File: src/rtl/dbg_disp_pkg.sv
// Shared types for the debug display snapshot path: snapshot record, FSM states,
// display page encodings and the page formatting helper.
package dbg_disp_pkg;

    typedef struct packed {
        logic [31:0] addr;
        logic [31:0] wdata;
        logic [31:0] if_addr;
    } snapshot_t;

    typedef enum logic [1:0] {
        ST_LIVE,
        ST_HOLD,
        ST_FROZEN
    } state_t;

    localparam logic [1:0] PAGE_COMPACT = 2'd0;
    localparam logic [1:0] PAGE_WDATA   = 2'd1;
    localparam logic [1:0] PAGE_ADDR    = 2'd2;
    localparam logic [1:0] PAGE_IF_ADDR = 2'd3;

    function automatic logic [31:0] page_word(input snapshot_t s, input logic [1:0] page);
        logic [31:0] w;
        case (page)
            PAGE_WDATA:   w = s.wdata;
            PAGE_ADDR:    w = s.addr;
            PAGE_IF_ADDR: w = s.if_addr;
            default:      w = {s.addr[21:18], s.addr[3:0], s.wdata[11:0], s.if_addr[11:0]};
        endcase
        return w;
    endfunction

endpackage

File: src/rtl/dbg_hist_ring.sv
// Circular history of captured snapshots; read port addresses entries by age
// (0 = newest), and the fill count saturates at DEPTH.
module dbg_hist_ring
    import dbg_disp_pkg::*;
#(
    parameter int unsigned DEPTH = 4
) (
    input  logic                       clk,
    input  logic                       rst_n,
    input  logic                       wr_en,
    input  snapshot_t                  wr_data,
    input  logic [$clog2(DEPTH)-1:0]   rd_age,
    output snapshot_t                  rd_data,
    output logic [$clog2(DEPTH):0]     entries
);

    localparam int unsigned IDX_W = $clog2(DEPTH);
    localparam logic [IDX_W:0] FULL = (IDX_W+1)'(DEPTH);

    snapshot_t        mem [DEPTH];
    logic [IDX_W-1:0] head;
    logic [IDX_W-1:0] rd_ptr;

    always_ff @(posedge clk or negedge rst_n) begin
        if (!rst_n) begin
            for (int unsigned i = 0; i < DEPTH; i++) begin
                mem[i] <= '0;
            end
            head    <= '0;
            entries <= '0;
        end else if (wr_en) begin
            mem[head] <= wr_data;
            head      <= head + IDX_W'(1);
            if (entries != FULL) begin
                entries <= entries + (IDX_W+1)'(1);
            end
        end
    end

    // head points at the next free slot, so the newest entry sits one behind it
    assign rd_ptr  = head - rd_age - IDX_W'(1);
    assign rd_data = mem[rd_ptr];

endmodule

File: src/rtl/seg_dbg_capture.sv
// Debug snapshot stage ahead of the 7-segment controller: captures bus writes,
// rate-limits live updates, and supports frozen browsing of recent history.
module seg_dbg_capture
    import dbg_disp_pkg::*;
#(
    parameter int unsigned DEPTH       = 4,
    parameter int unsigned HOLD_CYCLES = 50_000_000,
    parameter int unsigned CNT_W       = 16
) (
    input  logic                     clk,
    input  logic                     rst_n,
    input  logic                     dbus_req_i,
    input  logic                     dbus_w_en_i,
    input  logic                     dbus_ack_i,
    input  logic [31:0]              dbus_addr_i,
    input  logic [31:0]              dbus_wdata_i,
    input  logic                     if_req_i,
    input  logic                     if_ack_i,
    input  logic [31:0]              if_addr_i,
    input  logic                     freeze_i,
    input  logic                     step_i,
    input  logic [1:0]               page_sel_i,
    output logic [31:0]              disp_data_o,
    output logic                     disp_frozen_o,
    output logic [$clog2(DEPTH)-1:0] hist_idx_o,
    output logic [CNT_W-1:0]         capture_cnt_o
);

    localparam int unsigned IDX_W = $clog2(DEPTH);
    localparam int unsigned HC_W  = $clog2(HOLD_CYCLES);
    localparam logic [HC_W-1:0] HOLD_RELOAD = HC_W'(HOLD_CYCLES - 1);

    state_t           state, state_n;
    logic [HC_W-1:0]  hold_cnt, hold_n;
    logic             pending, pending_n;
    snapshot_t        shown, shown_n;
    snapshot_t        snap_new, ring_rd;
    logic [IDX_W-1:0] idx, idx_n, idx_step, rd_age;
    logic [IDX_W:0]   entries;
    logic [31:0]      last_if;
    logic             step_q, step_d, step_rise;
    logic [1:0]       page_q;
    logic             cap, fetch_hs, ring_wr;

    assign cap       = dbus_req_i & dbus_w_en_i & dbus_ack_i;
    assign fetch_hs  = if_req_i & if_ack_i;
    assign step_rise = step_q & ~step_d;
    assign ring_wr   = cap & ~freeze_i & (state != ST_FROZEN);

    always_comb begin
        snap_new.addr    = dbus_addr_i;
        snap_new.wdata   = dbus_wdata_i;
        snap_new.if_addr = fetch_hs ? if_addr_i : last_if;
    end

    assign idx_step = ((IDX_W+1)'(idx) + (IDX_W+1)'(1) >= entries) ? '0 : idx + IDX_W'(1);
    // The single read port serves age 0 everywhere except a frozen step
    assign rd_age   = (state == ST_FROZEN && freeze_i && step_rise) ? idx_step : '0;

    dbg_hist_ring #(
        .DEPTH (DEPTH)
    ) u_ring (
        .clk     (clk),
        .rst_n   (rst_n),
        .wr_en   (ring_wr),
        .wr_data (snap_new),
        .rd_age  (rd_age),
        .rd_data (ring_rd),
        .entries (entries)
    );

    always_comb begin
        state_n   = state;
        hold_n    = hold_cnt;
        pending_n = pending;
        shown_n   = shown;
        idx_n     = idx;
        if (freeze_i) begin
            state_n = ST_FROZEN;
            if (state != ST_FROZEN) begin
                idx_n   = '0;
                shown_n = (entries == '0) ? '0 : ring_rd;
            end else if (step_rise && entries > (IDX_W+1)'(1)) begin
                idx_n   = idx_step;
                shown_n = ring_rd;
            end
        end else begin
            case (state)
                ST_FROZEN: begin
                    state_n   = ST_LIVE;
                    pending_n = 1'b0;
                    idx_n     = '0;
                    shown_n   = (entries == '0) ? '0 : ring_rd;
                end
                ST_HOLD: begin
                    if (hold_cnt == '0) begin
                        if (pending) begin
                            shown_n   = ring_rd;
                            pending_n = cap;
                            hold_n    = HOLD_RELOAD;
                        end else begin
                            state_n = ST_LIVE;
                        end
                    end else begin
                        hold_n = hold_cnt - HC_W'(1);
                        if (cap) begin
                            pending_n = 1'b1;
                        end
                    end
                end
                default: begin
                    if (cap) begin
                        shown_n = snap_new;
                        hold_n  = HOLD_RELOAD;
                        state_n = ST_HOLD;
                    end
                end
            endcase
        end
    end

    always_ff @(posedge clk or negedge rst_n) begin
        if (!rst_n) begin
            state         <= ST_LIVE;
            hold_cnt      <= '0;
            pending       <= 1'b0;
            shown         <= '0;
            idx           <= '0;
            last_if       <= '0;
            step_q        <= 1'b0;
            step_d        <= 1'b0;
            page_q        <= '0;
            disp_data_o   <= '0;
            capture_cnt_o <= '0;
        end else begin
            state       <= state_n;
            hold_cnt    <= hold_n;
            pending     <= pending_n;
            shown       <= shown_n;
            idx         <= idx_n;
            step_q      <= step_i;
            step_d      <= step_q;
            page_q      <= page_sel_i;
            disp_data_o <= page_word(shown, page_q);
            if (fetch_hs) begin
                last_if <= if_addr_i;
            end
            if (cap && capture_cnt_o != '1) begin
                capture_cnt_o <= capture_cnt_o + CNT_W'(1);
            end
        end
    end

    assign disp_frozen_o = (state == ST_FROZEN);
    assign hist_idx_o    = idx;

endmodule

File: config.mk
export PLATFORM = sky130hd
export DESIGN_NAME = seg_dbg_capture
export DESIGN_NICKNAME = d
export VERILOG_FILES = /design/src/rtl/dbg_disp_pkg.sv /design/src/rtl/dbg_hist_ring.sv /design/src/rtl/seg_dbg_capture.sv
export SDC_FILE = /design/constraint.sdc
export NUM_CORES = 1
export LEC_CHECK = 0
export CORE_MARGIN = 10
export CORE_UTILIZATION = 50
export DETAILED_ROUTE_END_ITERATION = 16
export PLACE_DENSITY = 0.76
export SLEW_MARGIN = 40
export SYNTH_ARGS = -nofsm -noshare
export SYNTH_HDL_FRONTEND = slang
export SYNTH_SLANG_ARGS = --single-unit
File: constraint.sdc
create_clock -name clk -period 6.2 [get_ports clk]
set_input_delay 0.62 -clock clk [delete_from_list [all_inputs] [get_ports clk]]
set_output_delay 0.62 -clock clk [all_outputs]
set_load 0.02 [all_outputs]
Word level (Yosys, flattened, before mapping). Cells that the tools add are included.

Multiply operators: 0. Equal/unequal tests: 14. Bitwise operators: 11. Muxes and demuxes: 35. Add/subtract/negate cells: 8. Divide/modulo/power cells: 0. Reductions and logical operators: 17. Shift-type cells: 0. Magnitude comparators: 5.

Operators by type and width (number): $mux W96 (10); $bwmux W384 (1); $bmux W96 S2 (1); $demux W96 S2 (1); $pmux W96 S2 (1); $pmux W32 S3 (1); $mux W26 (3); $pmux W26 S2 (1); $mux W32 (1); $logic_not A26 Y1 (1); $sub A26 B1 Y26 const B (1); $mux W2 (10); $ne A3 B3 Y1 const B (6); $add A16 B1 Y16 const B (1); $ne A16 B16 Y1 const B (1); $reduce_and A4 Y1 (2); $and A1 B1 Y1 (6); $eq A2 B2 Y1 const B (3); $ge A3 B3 Y1 const B (2); $not A2 Y3 (2); $reduce_and A3 Y1 (2); $reduce_bool A2 Y1 (3); $logic_and A1 B1 Y1 (5); $add A2 B1 Y2 const B (2); 17 further kinds (23).

Output and inout bits: 51. Flip-flop bits (word level): 600. Latch bits: 0. Logic and storage cells: 117. ROM bits: 0. Bits in writable memories: 0. Input bits: 107. Memories kept: 0.

Depth between registers and ports, before layout. Gate-level depths: netlist of the first run.

Word-level depth: 14. Depth in mapped cells: 16. Depth with buffers taken out: 12.

Modules after synthesis. A second synthesis of the first run with hierarchy kept.

Cells, all modules: 1874. Area total of the unflattened synthesis: 26594.3 um^2.

By module, submodules not included: dbg_hist_ring (seq. area each 9734.3 um^2, area each 16771.1 um^2, cells an instance 957, instances 1); seg_dbg_capture (seq. area each 5280.1 um^2, area each 9823.2 um^2, cells an instance 917, instances 1).

Worst setup path before layout of the first run. OpenSTA, ideal clock, no wires.

Kind: register to register. Start: register state[0]. End: register shown[87] in the netlist's numbering. Arrival time: 3.674 ns. Path slack: 2.432 ns. Buffers on the path: 5. Required time: 6.106 ns. Library setup time: 0.094 ns. Stages on the path, launching flop included: 16. Period minus slack after synthesis: 3.768 ns. Path through: dfrtp_1 inv_1 ha_1 clkbuf_1 nand3_1 clkbuf_1 clkbuf_1 or3_1 ha_1 xnor2_1 nor2_1 mux2i_1 clkbuf_1 clkbuf_1 o221ai_1 a211oi_1.

Cells in the longest elaborated chain, start to end: 14. Elaborated cells between the ends (all ways): 24. Those cells by class: 2 x add/sub; 6 x eq/ne; 11 x mux; 1 x bitwise; 4 x reduce/logical.

Ends and longest elaborated chain: start, declared (line seg_dbg_capture.sv:33) `state_t state, state_n;`; start signal, assigned (line seg_dbg_capture.sv:136) `state <= state_n;`; $eq A2 B2 Y1 *; via disp_frozen_o (line seg_dbg_capture.sv:24) `output logic disp_frozen_o,`; $logic_and A1 B1 Y1 (2 in series) (line seg_dbg_capture.sv:58) `assign rd_age = (state == ST_FROZEN && freeze_i && step_rise) ? idx_step : '0;`; $mux W2 (line seg_dbg_capture.sv:58); $sub A2 B2 Y2 (line dbg_hist_ring.sv:41) `assign rd_ptr = head - rd_age - IDX_W'(1);`; $sub A2 B1 Y2 (line dbg_hist_ring.sv:41); $not A2 Y3 (implied by the code) (line dbg_hist_ring.sv:42) `assign rd_data = mem[rd_ptr];`; $bmux W96 S2 (line dbg_hist_ring.sv:42); $mux W96 (implied by the code) (2 in series) (line dbg_hist_ring.sv:42); $mux W96 (line seg_dbg_capture.sv:97) `if (pending) begin`; $mux W96 (line seg_dbg_capture.sv:96) `if (hold_cnt == '0) begin`; $pmux W96 S2 (line seg_dbg_capture.sv:88) `case (state)`; $mux W96 (line seg_dbg_capture.sv:78) `if (freeze_i) begin`; end signal, assigned (line seg_dbg_capture.sv:139) `shown <= shown_n;`; end, declared (line seg_dbg_capture.sv:36) `snapshot_t shown, shown_n;`.

Mark *: on every way through the listed nets, which the timed path passes. The rest lies on a longest branch. The select of a mux whose other input is x is not followed. A chain may end at the register's enable or synchronous reset.

Worst setup path in the final report of the first run.
Start: register idx[0], in the netlist hist_idx_o[0]. End: register shown[82] in the netlist's numbering.

Cells in the longest elaborated chain, start to end: 14. Elaborated cells between the ends (all ways): 18. Those cells by class: 4 x add/sub; 1 x order compare; 12 x mux; 1 x bitwise.

Ends and longest elaborated chain: start, declared (line seg_dbg_capture.sv:38) `logic [IDX_W-1:0] idx, idx_n, idx_step, rd_age;`; start signal, assigned (line seg_dbg_capture.sv:140) `idx <= idx_n;`; $add A2 B1 Y3 (line seg_dbg_capture.sv:56) `assign idx_step = ((IDX_W+1)'(idx) + (IDX_W+1)'(1) >= entries) ? '0 : idx + IDX_W'(1);`; $ge A3 B3 Y1 (line seg_dbg_capture.sv:56); $mux W2 * (line seg_dbg_capture.sv:56); $mux W2 * (line seg_dbg_capture.sv:58); $sub A2 B2 Y2 * (line dbg_hist_ring.sv:41); $sub A2 B1 Y2 * (line dbg_hist_ring.sv:41); $not A2 Y3 (implied by the code) * (line dbg_hist_ring.sv:42); $bmux W96 S2 * (line dbg_hist_ring.sv:42); $mux W96 (implied by the code) * (2 in series) (line dbg_hist_ring.sv:42); $mux W96 (line seg_dbg_capture.sv:97); $mux W96 (line seg_dbg_capture.sv:96); $pmux W96 S2 (line seg_dbg_capture.sv:88); $mux W96 * (line seg_dbg_capture.sv:78).

Mark *: on every way between the ends. The rest lies on a longest branch, timed or not. The select of a mux whose other input is x is not followed.

==> results of run 1 <==
==> flip-flops by register name, indices dropped and copies added, names as in the netlist <==
signal          flops
capture_cnt_o      16
disp_data_o        32
hist_idx_o          2
hold_cnt           26
last_if            32
page_q              2
pending             1
shown              96
state               2
step_d              1
step_q              1
u_ring.entries      3
u_ring.head         2
u_ring.mem        384
==> synth_stat cells, drive strengths merged, types with 2 or more instances <==
library cell	count	share of area, %
a211oi	67	1.7
a21o	2	0.051
a21oi	170	2.9
a22o	2	0.059
a31oi	6	0.13
a41oi	2	0.059
and2	96	2.0
and3	5	0.11
and4	3	0.089
buf	36	0.61
clkbuf	233	3.0
dfrtp	600	51
ha	16	0.68
inv	41	0.52
mux2	257	9.8
mux2i	37	1.3
mux4	20	1.5
nand2	172	2.2
nand2b	9	0.19
nand3	14	0.24
nand4	8	0.17
nor2	174	2.2
nor2b	8	0.17
nor3	400	6.9
nor4	5	0.13
o211ai	97	2.5
o21ai	143	2.4
o221ai	96	2.8
o22ai	138	2.9
o31ai	2	0.051
o41ai	3	0.089
or2	4	0.085
or3	9	0.19
or4	3	0.10
xnor2	21	0.62
xor2	15	0.44
==> stage by stage <==
stage / setup slack (ns) / total power, µW / cells / area, µm²
after floorplan: 2.43 / 12400 / 2924 / 29500
after global placement: 1.62 / 14500 / 3623 / 31600
after detailed placement: 1.52 / 15100 / 3629 / 31800
after CTS: 2.04 / 19000 / 3738 / 33900
after global routing: 1.63 / 20400 / 3749 / 34000
final: 1.81 / 19300 / 3751 / 34000
==> path summary, 6_finish.rpt <==
kind / to / slack [ns]
max in group asynchronous: u_ring.mem[376]$_DFFE_PN0P_ / 4.55
min in group asynchronous: u_ring.mem[138]$_DFFE_PN0P_ / 0.48
worst max-delay path: shown[82]$_DFFE_PN0P_ / 1.81
worst min-delay path: step_d$_DFF_PN0_ / 0.38
worst max register to register: shown[82]$_DFFE_PN0P_ / 1.81
worst min register to register: step_d$_DFF_PN0_ / 0.38
==> logic make-up after synthesis <==
group,after synthesis
AO/OA/AOI/OAI,736
flip-flops,600
adder cells (fa/ha/maj),16
buffers and inverters,311
multiplexers,314
AND/OR/NAND/NOR,911
XOR/XNOR,36
==> per-layer routing <==
layer	vias up	GRT usage, %	wire (µm)
met2	1431	40.4	43300
met5	-	0	149
met1	12405	31.9	35100
met3	281	6.65	9120
li1	10774	-	-
met4	16	12.5	3920
==> where the power goes <==
group	switching, µW	internal (µW)
Sequential	1280	5470
Clock	1580	2300
Combinational	5200	3490
==> final cells by class <==
type	instances	area, µm²	share of cell area, %
repair buffers	206	2260	6.65
inverters	42	165	0.486
multi-input cells	2013	13500	39.6
flip-flops and latches	600	15000	44.1
clock buffers	82	1760	5.16
clock inverters	27	354	1.04
diodes	8	20.0	0.0589
well taps	773	967	2.84
==> impl_metrics.env, run 1 <==
export IMPL_start_util_pct=50.2
export IMPL_maxSlewHeadroom_pct=41.0
export IMPL_via_per_inst=6.64
export IMPL_power_leakage_uw=0.0144
export IMPL_path_cells="ha_1 -> ha_1 -> a21oi_1 -> o21ai_0 -> or3_1 -> ha_1 -> xnor2_2 -> buf_12 -> buf_16 -> nor3_1 -> o211ai_1 -> and2_0 -> o221ai_1 -> a211oi_1"
export IMPL_crit_slowest_cell="dfrtp_1"
export IMPL_clk_path_buf_depth=3
export IMPL_drt_initial_drc_count=2864
export IMPL_final_util_pct=57.9
export IMPL_htreeDepth=2
export IMPL_dp_hpwl_um=54900
export IMPL_pwr_density_cell_nw_per_um2=568
export IMPL_area_growth_pct=15.2
export IMPL_routabilityCongestion=0.876
export IMPL_ys_types=53
export IMPL_path_clk_slew_ns=0.06
export IMPL_nNetsFinal=3047
export IMPL_synth_compound_area_share_pct=15.9
export IMPL_end_kind="register"
export IMPL_clock_latency_ns=0.63
export IMPL_drive_gt1_share_pct=15.5
export IMPL_num_vias=24907
export IMPL_syn_mean_instance_area_um2=10.1
export IMPL_syn_cell_area_um2=29500
export IMPL_cts_tree="yes"
export IMPL_clkSinkCount=600
export IMPL_maxCapViolCount=0
export IMPL_grt_overflow_total=0
export IMPL_skew_ns=0.0252
export IMPL_cts_resized=0
export IMPL_status="finished clean"
export IMPL_synth_xor_area_share_pct=1.07
export IMPL_hold_viol_final=0
export IMPL_critPathLaunch="hist_idx_o[0]$_DFFE_PN0P_"
export IMPL_cts_buffers=61
export IMPL_crit_buf_inv=2
export IMPL_fp_dieW_um=263
export IMPL_ioPinCount=158
export IMPL_synth_async_reset_ratio_pct=100
export IMPL_yosys_area_share_simple_pct=14.8
export IMPL_reg2reg_depth=14
export IMPL_worstHoldPathType="register to register"
export IMPL_crit_type="register to register"
export IMPL_root_buffer="clkbuf_16"
export IMPL_wl_per_cell_um=24.4
export IMPL_ys_seq_elements=600
export IMPL_slew_violations=0
export IMPL_cp_common_cell="ha_1"
export IMPL_layout_min_cycle_time_ns=4.39
export IMPL_seq_area_frac_synth_pct=50.8
export IMPL_rsz0062_at_grt="no"
export IMPL_worstSetupPathDepth=14
export IMPL_r2r_start="hist_idx_o[0]$_DFFE_PN0P_"
export IMPL_yosys_warnings=0
export IMPL_cts_setup_buffers=0
export IMPL_dr_pass1_iters=8
export IMPL_fmax_mhz=228
export IMPL_synth_edf_count=0
export IMPL_synth_main_ff_cell="dfrtp_1"
export IMPL_synth_top_family_by_area="compound AO/OA/AOI/OAI gates"
export IMPL_crit_arrival_ns=4.93
export IMPL_grt_usage_pct=25.4
export IMPL_tns_ns=0
export IMPL_min_path_cells=0
export IMPL_cts_hold_buf=0
export IMPL_grt_pass1_vias=25038
export IMPL_crit_path_max_incr_delay_ns=0.48
export IMPL_antenna_found_initial=15
export IMPL_vdd_drop_max_mv=0.582
export IMPL_crit_family="compound AO/OA/AOI/OAI gates"
export IMPL_grt_first_pass_wirelength_um=142000
export IMPL_syn_nets=3047
export IMPL_final_cell_mix="dfrtp_1 (600), nor3_1 (396), mux2_2 (257)"
export IMPL_drtAntennaViolNets=0
export IMPL_hold_ws_ns=0.375
export IMPL_hp_start="step_q$_DFF_PN0_"
export IMPL_critPathLaunchType="register"
export IMPL_worst_pin_slew_ns=0.861
export IMPL_syn_inst=2924
export IMPL_fin_crit_sh_pct=70.9
export IMPL_portBuffers=157
export IMPL_drt_wl_total_um=91600
export IMPL_layout_cells_most_common="dfrtp_1"
export IMPL_setup_viol=0
export IMPL_grt_max_degree=193
export IMPL_design_die_area_um2=69200
export IMPL_drc=0
export IMPL_synth_fa_ha_area_share_pct=0.678
export IMPL_fp_row_count=89
export IMPL_synthMuxAreaShare_pct=12.6
export IMPL_fp_dieH_um=263
export IMPL_worst_path_max_fanout=123
export IMPL_core_um2=58800
export IMPL_nFillCells=4735
export IMPL_critical_path_required_ns=6.73
Power figures use the tool's default switching activity.
==> run 2: changes to the inputs <==
--- a/config.mk
+++ b/config.mk
@@ -8,7 +8,7 @@
 export CORE_MARGIN = 10
 export CORE_UTILIZATION = 50
 export DETAILED_ROUTE_END_ITERATION = 16
-export PLACE_DENSITY = 0.76
+export PLACE_DENSITY = 0.79
 export SLEW_MARGIN = 40
 export SYNTH_ARGS = -nofsm -noshare
 export SYNTH_HDL_FRONTEND = slang
==> constraint.sdc (replaced) <==
create_clock -name clk -period 3.7 [get_ports clk]
set_input_delay 0.37 -clock clk [delete_from_list [all_inputs] [get_ports clk]]
set_output_delay 0.37 -clock clk [all_outputs]
set_load 0.02 [all_outputs]
==> run 2 against run 1 <==
Net effect:
- clock power rose by 51%
- design area rose by 0.67%
- first-iteration DRC count rose by 11%
- critical path type unchanged
- global-route usage fell by 0.39 points
- non-clock buffer count rose by 29
==> impl_metrics.env, run 2 (synthesis gave the netlist of run 1 again) <==
export IMPL_status="finished clean"
export IMPL_design_die_area_um2=69200
export IMPL_grt_first_pass_wirelength_um=141000
export IMPL_drt_initial_drc_count=3183
export IMPL_portBuffers=157
export IMPL_vdd_drop_max_mv=1.11
export IMPL_met1_length_um=34600
export IMPL_fp_row_count=89
export IMPL_maxSlewHeadroom_pct=43.7
export IMPL_fmax_mhz=283
export IMPL_maxCapViolCount=0
export IMPL_crit_family="compound AO/OA/AOI/OAI gates"
export IMPL_timing_reg2reg_setup_slack_ns=0.16
export IMPL_cts_buffers=60
export IMPL_skew_ns=0.0401
export IMPL_crit_buf_inv=2
export IMPL_worst_path_max_fanout=58
export IMPL_worst_pin_slew_ns=0.845
export IMPL_clock_latency_ns=0.65
export IMPL_wl_per_cell_um=24.5
export IMPL_worstHoldPathType="input port to register"
export IMPL_drive_gt1_share_pct=16.0
export IMPL_power_leakage_uw=0.0145
export IMPL_via_per_inst=6.71
export IMPL_ioPinCount=158
export IMPL_end_kind="register"
export IMPL_fp_dieW_um=263
export IMPL_grt_overflow_total=0
export IMPL_cp_common_cell="ha_1"
export IMPL_htreeDepth=2
export IMPL_largest_reg_flops=384
export IMPL_root_buffer="clkbuf_16"
export IMPL_slew_violations=0
export IMPL_crit_slowest_cell="buf_6"
export IMPL_dp_cells=3652
export IMPL_layout_cells_most_common="dfrtp_1"
export IMPL_crit_type="register to register"
export IMPL_placed_cell_area_um2=32100
export IMPL_max_flop_register="u_ring.mem"
export IMPL_drc=0
export IMPL_path_clk_slew_ns=0.06
export IMPL_path_cells="ha_1 -> ha_1 -> a21oi_2 -> o21ai_0 -> or3_1 -> ha_2 -> xor2_4 -> buf_12 -> buf_6 -> nor3_1 -> o22ai_1 -> and2_0 -> o221ai_1 -> a211oi_1"
export IMPL_grt_usage_pct=25.1
export IMPL_start_util_pct=50.2
export IMPL_grt_max_degree=129
export IMPL_area_growth_pct=16.0
export IMPL_clk_path_buf_depth=3
export IMPL_clkSinkCount=600
export IMPL_final_cell_mix="dfrtp_1 (600), nor3_1 (396), mux2_2 (257)"
export IMPL_nFillCells=4700
export IMPL_routed_top_layer="met5"
export IMPL_fp_dieH_um=263
export IMPL_met3_length_um=9980
export IMPL_drt_wl_total_um=92500
export IMPL_routabilityCongestion=0.875
export IMPL_dp_hpwl_um=55300
export IMPL_cts_tree="yes"
export IMPL_crit_arrival_ns=4.06
export IMPL_num_vias=25327
export IMPL_reg_top3="u_ring.mem: 384 flops, shown: 96 flops"
export IMPL_stdcell_count=3777
export IMPL_layout_min_cycle_time_ns=3.54
export IMPL_fin_crit_sh_pct=95.7
export IMPL_grt_pass1_vias=25122
export IMPL_antenna_found_initial=20
export IMPL_final_area_um2=34200
export IMPL_core_um2=58800
export IMPL_crit_path_max_incr_delay_ns=0.44
export IMPL_critical_path_required_ns=4.23
export IMPL_drtAntennaViolNets=0
export IMPL_pwr_density_cell_nw_per_um2=964
export IMPL_hold_viol_final=0
export IMPL_dr_wl_met2_um=43600
export IMPL_setup_viol=0
export IMPL_dr_pass1_iters=6
export IMPL_nNetsFinal=3075
export IMPL_hold_ws_ns=0.196
export IMPL_critPathLaunchType="register"
-- run 2: changes by cell type in the layout (fill, tap and decap cells not counted), moves of 5 or more --
cell / before / now
clkbuf_1: 6 / 17
bufinv_16: 8 / 1
buf_12: 14 / 36
buf_4: 23 / 30
buf_16: 6 / 1
clkbuf_8: 15 / 9
-- run 2: what timing repair did --
item	in CTS	in global routing
endpoints found under the hold margin	65	0
hold buffers	1	0
setup buffers	0	4
endpoints found under the setup margin	0	95
gates resized for setup	0	18
-- run 2: layout make-up --
cell class                 count  area, µm²  share of cell area [%]
sequential                   600      15000                    43.8
clock buffer                  86       1690                    4.93
timing repair buffer         235       2750                    8.03
multi-input combinational   2013      13500                    39.4
inverter                      42        165                   0.482
tap                          773        967                    2.82
clock inverter                19        158                   0.460
antenna                        9       22.5                  0.0658
-- run 2: per-stage QoR --
| step | worst slack, ns | setup TNS [ns] | power, µW | util (%) |
|---|---|---|---|---|
| global placement | 0.230 | 0 | 24900 | 54.6 |
| global route | -0.0426 | -0.103 | 34700 | 58.2 |
| finish | 0.161 | 0 | 33000 | 58.2 |
| CTS | 0.0142 | 0 | 31800 | 57.8 |
| detailed placement | -0.00122 | -0.00122 | 25900 | 54.6 |
| floorplan | 0.00589 | 0 | 20700 | - |
-- run 2: final timing paths --
check                                               start                          to  cells past startpoint
worst min register to register           step_q$_DFF_PN0_            step_d$_DFF_PN0_                      0
max in group asynchronous                           rst_n     hold_cnt[3]$_DFFE_PN0P_                      3
min in group asynchronous                           rst_n  u_ring.mem[99]$_DFFE_PN0P_                      2
worst max-delay path            hist_idx_o[0]$_DFFE_PN0P_       shown[55]$_DFFE_PN0P_                     14
worst min-delay path                               step_i            step_q$_DFF_PN0_                      1
worst max register to register  hist_idx_o[0]$_DFFE_PN0P_       shown[55]$_DFFE_PN0P_                     14
-- run 2: power by group --
part           internal [µW]  switching, µW  leakage, µW
Clock                   3230           2610     0.000910
Combinational           6620           9120      0.00591
Sequential              9160           2250      0.00773
-- run 2: metal layers --
layer / track usage [%] / up-vias
met2: 39.9 / 1569
met4: 13.7 / 20
met5: 0 / -
met3: 6.58 / 312
li1: - / 10801
met1: 30.7 / 12625
==> edit (config.mk and constraints of run 2) <==
Re-encode `state_t` (3 states) as one-hot, 3 bits wide.
--- a/src/rtl/dbg_disp_pkg.sv
+++ b/src/rtl/dbg_disp_pkg.sv
@@ -10,6 +10,6 @@
 
-    typedef enum logic [1:0] {
-        ST_LIVE,
-        ST_HOLD,
-        ST_FROZEN
+    typedef enum logic [2:0] {
+        ST_LIVE   = 3'b001,
+        ST_HOLD   = 3'b010,
+        ST_FROZEN = 3'b100
     } state_t;
Formal check against the unedited RTL: same outputs for any inputs over 4 cycles, from zero or initial values and one cycle with rst_n low; so few cycles prove little.
==> edit against run 2 <==
  * Wire length down 27%
  * Largest power group is now sequential cells
  * Power down 22%
  * Critical path type unchanged
  * Area after synthesis down 11%
  * Final cell count down 23%
  * Sequential cell count up 1
  * Final area down 10%
  * First-iteration DRC count down 44%
  * Worst hold slack better by 0.0047 ns
  * Via count down 31%
  * Worst setup slack worse by 0.0096 ns
==> edit: results (changes against run 2) <==
| Metric | Value |
|---|---|
| Drt total wl | 67200 um (-27%) |
| Syn Nets | 2134 (-30%) |
| Antenna violations before repair | 15 (-25%) |
| Area after DPL | 28700 um2 (-11%) |
| Global-route usage over all layers | 0.213 (-0.0372) |
| Worst setup skew after layout | 0.0163 ns (-0.0238 ns) |
| Final standard cell count with taps included and fillers excluded | 2891 (-23%) |
| Wire length of the first global-routing pass | 106000 um (-25%) |
| Placer Congestion | 0.817 (-6.6%) |
| Number of instances in the synthesized netlist | 2013 (-31%) |
| Pin count of the biggest net entering global routing | 97 (-25%) |
| Hpwl dp | 43900 um (-21%) |
| Max_slew headroom | 0.514 (+0.0779) |
| Pre-CTS setup slack | 0.232 ns (+0.234 ns) |
| Library cells used by synthesis | 59 (+11%) |
| Status | completed |
| Skew-Pair Late Insertion Delay | 0.62 ns (-0.03 ns) |
| Vias/cell | 6.02 (-10%) |
| Crit Path Max Fanout | 17 (-71%) |
| Number of violations reported at the end of detailed-routing iteration 0 | 1783 (-44%) |
| List of most frequent post-synthesis cells | sky130_fd_sc_hd__dfrtp_1 (600), sky130_fd_sc_hd__nor2_1 (274), sky130_fd_sc_hd__mux2_2 (256) |
| TritonCTS Buffers | 58 (-3.3%) |
| Clock root buffer | sky130_fd_sc_hd__clkbuf_16 |
| Leakage | 13.7 nW (-6.1%) |
| Number of placed instances, taps included | 2768 (-24%) |
[edit: cell count changes after synthesis, moves of 94 or more]
cell	run 2	this run
sky130_fd_sc_hd__nor2_1	174	274
sky130_fd_sc_hd__and2_0	96	0
sky130_fd_sc_hd__nor3_1	397	15
sky130_fd_sc_hd__o21ai_0	143	9
sky130_fd_sc_hd__nand2_1	172	39
sky130_fd_sc_hd__o22ai_1	138	10
sky130_fd_sc_hd__a22oi_1	0	95
sky130_fd_sc_hd__o211ai_1	97	2
sky130_fd_sc_hd__o221ai_1	96	2
sky130_fd_sc_hd__clkbuf_1	233	54
sky130_fd_sc_hd__mux4_2	20	115
[edit: power breakdown]
| part | switching, mW | leakage (nW) | total [mW] | internal, mW |
|---|---|---|---|---|
| Sequential | 1.88 | 7.58 | 11.1 | 9.26 |
| Combinational | 3.82 | 5.12 | 8.59 | 4.77 |
| Clock | 2.57 | 0.949 | 6.02 | 3.45 |
| Total | 8.27 | 13.7 | 25.8 | 17.5 |
[edit: worst paths after layout]
check	cells past startpoint	startpoint	slack, ns	endpoint
setup / recovery	15	hist_idx_o[1]	0.15	shown[19]
hold / removal	1	page_sel_i[1]	0.20	page_q[1]
setup reg to reg	15	hist_idx_o[1]	0.15	shown[19]
hold reg to reg	0	step_q	0.37	step_d
max in group asynchronous	4	rst_n	2.31	u_ring.mem[143]
min in group asynchronous	2	rst_n	0.21	shown[12]
[edit: cells by family (layout without fill, tap and decap cells)]
group	count (synthesis)	after routing	synth area share
flip-flops	601	601	0.575
multiplexers	405	405	0.222
AND/OR/NAND/NOR	401	401	0.0672
AO/OA/AOI/OAI	378	378	0.0853
buffers and inverters	177	373	0.0319
XOR/XNOR	37	37	0.0124
adder cells (fa/ha/maj)	14	14	0.00669
other	0	2	0
[edit: final cells by class]
class	count	area, um2
diodes	2	5.00
clock buffers	81	1680
clock inverters	26	267
fillers	3816	20800
inverters	42	158
multi-input cells	1235	10400
flip-flops and latches	601	15000
well taps	680	851
repair buffers	224	2450
[edit: layer usage]
metal	vias up	routed length [um]	GRT usage
met1	9007	25700	0.259
li1	7552	-	-
met2	661	33500	0.356
met4	24	2000	0.0721
met3	147	5830	0.0649
met5	-	173	0
[edit: what timing repair did]
action	4_1_cts	5_1_grt
resized for setup	0	2
setup buffers	0	12
setup endpoints to repair	0	26
hold endpoints to repair	80	0
hold buffers	1	0
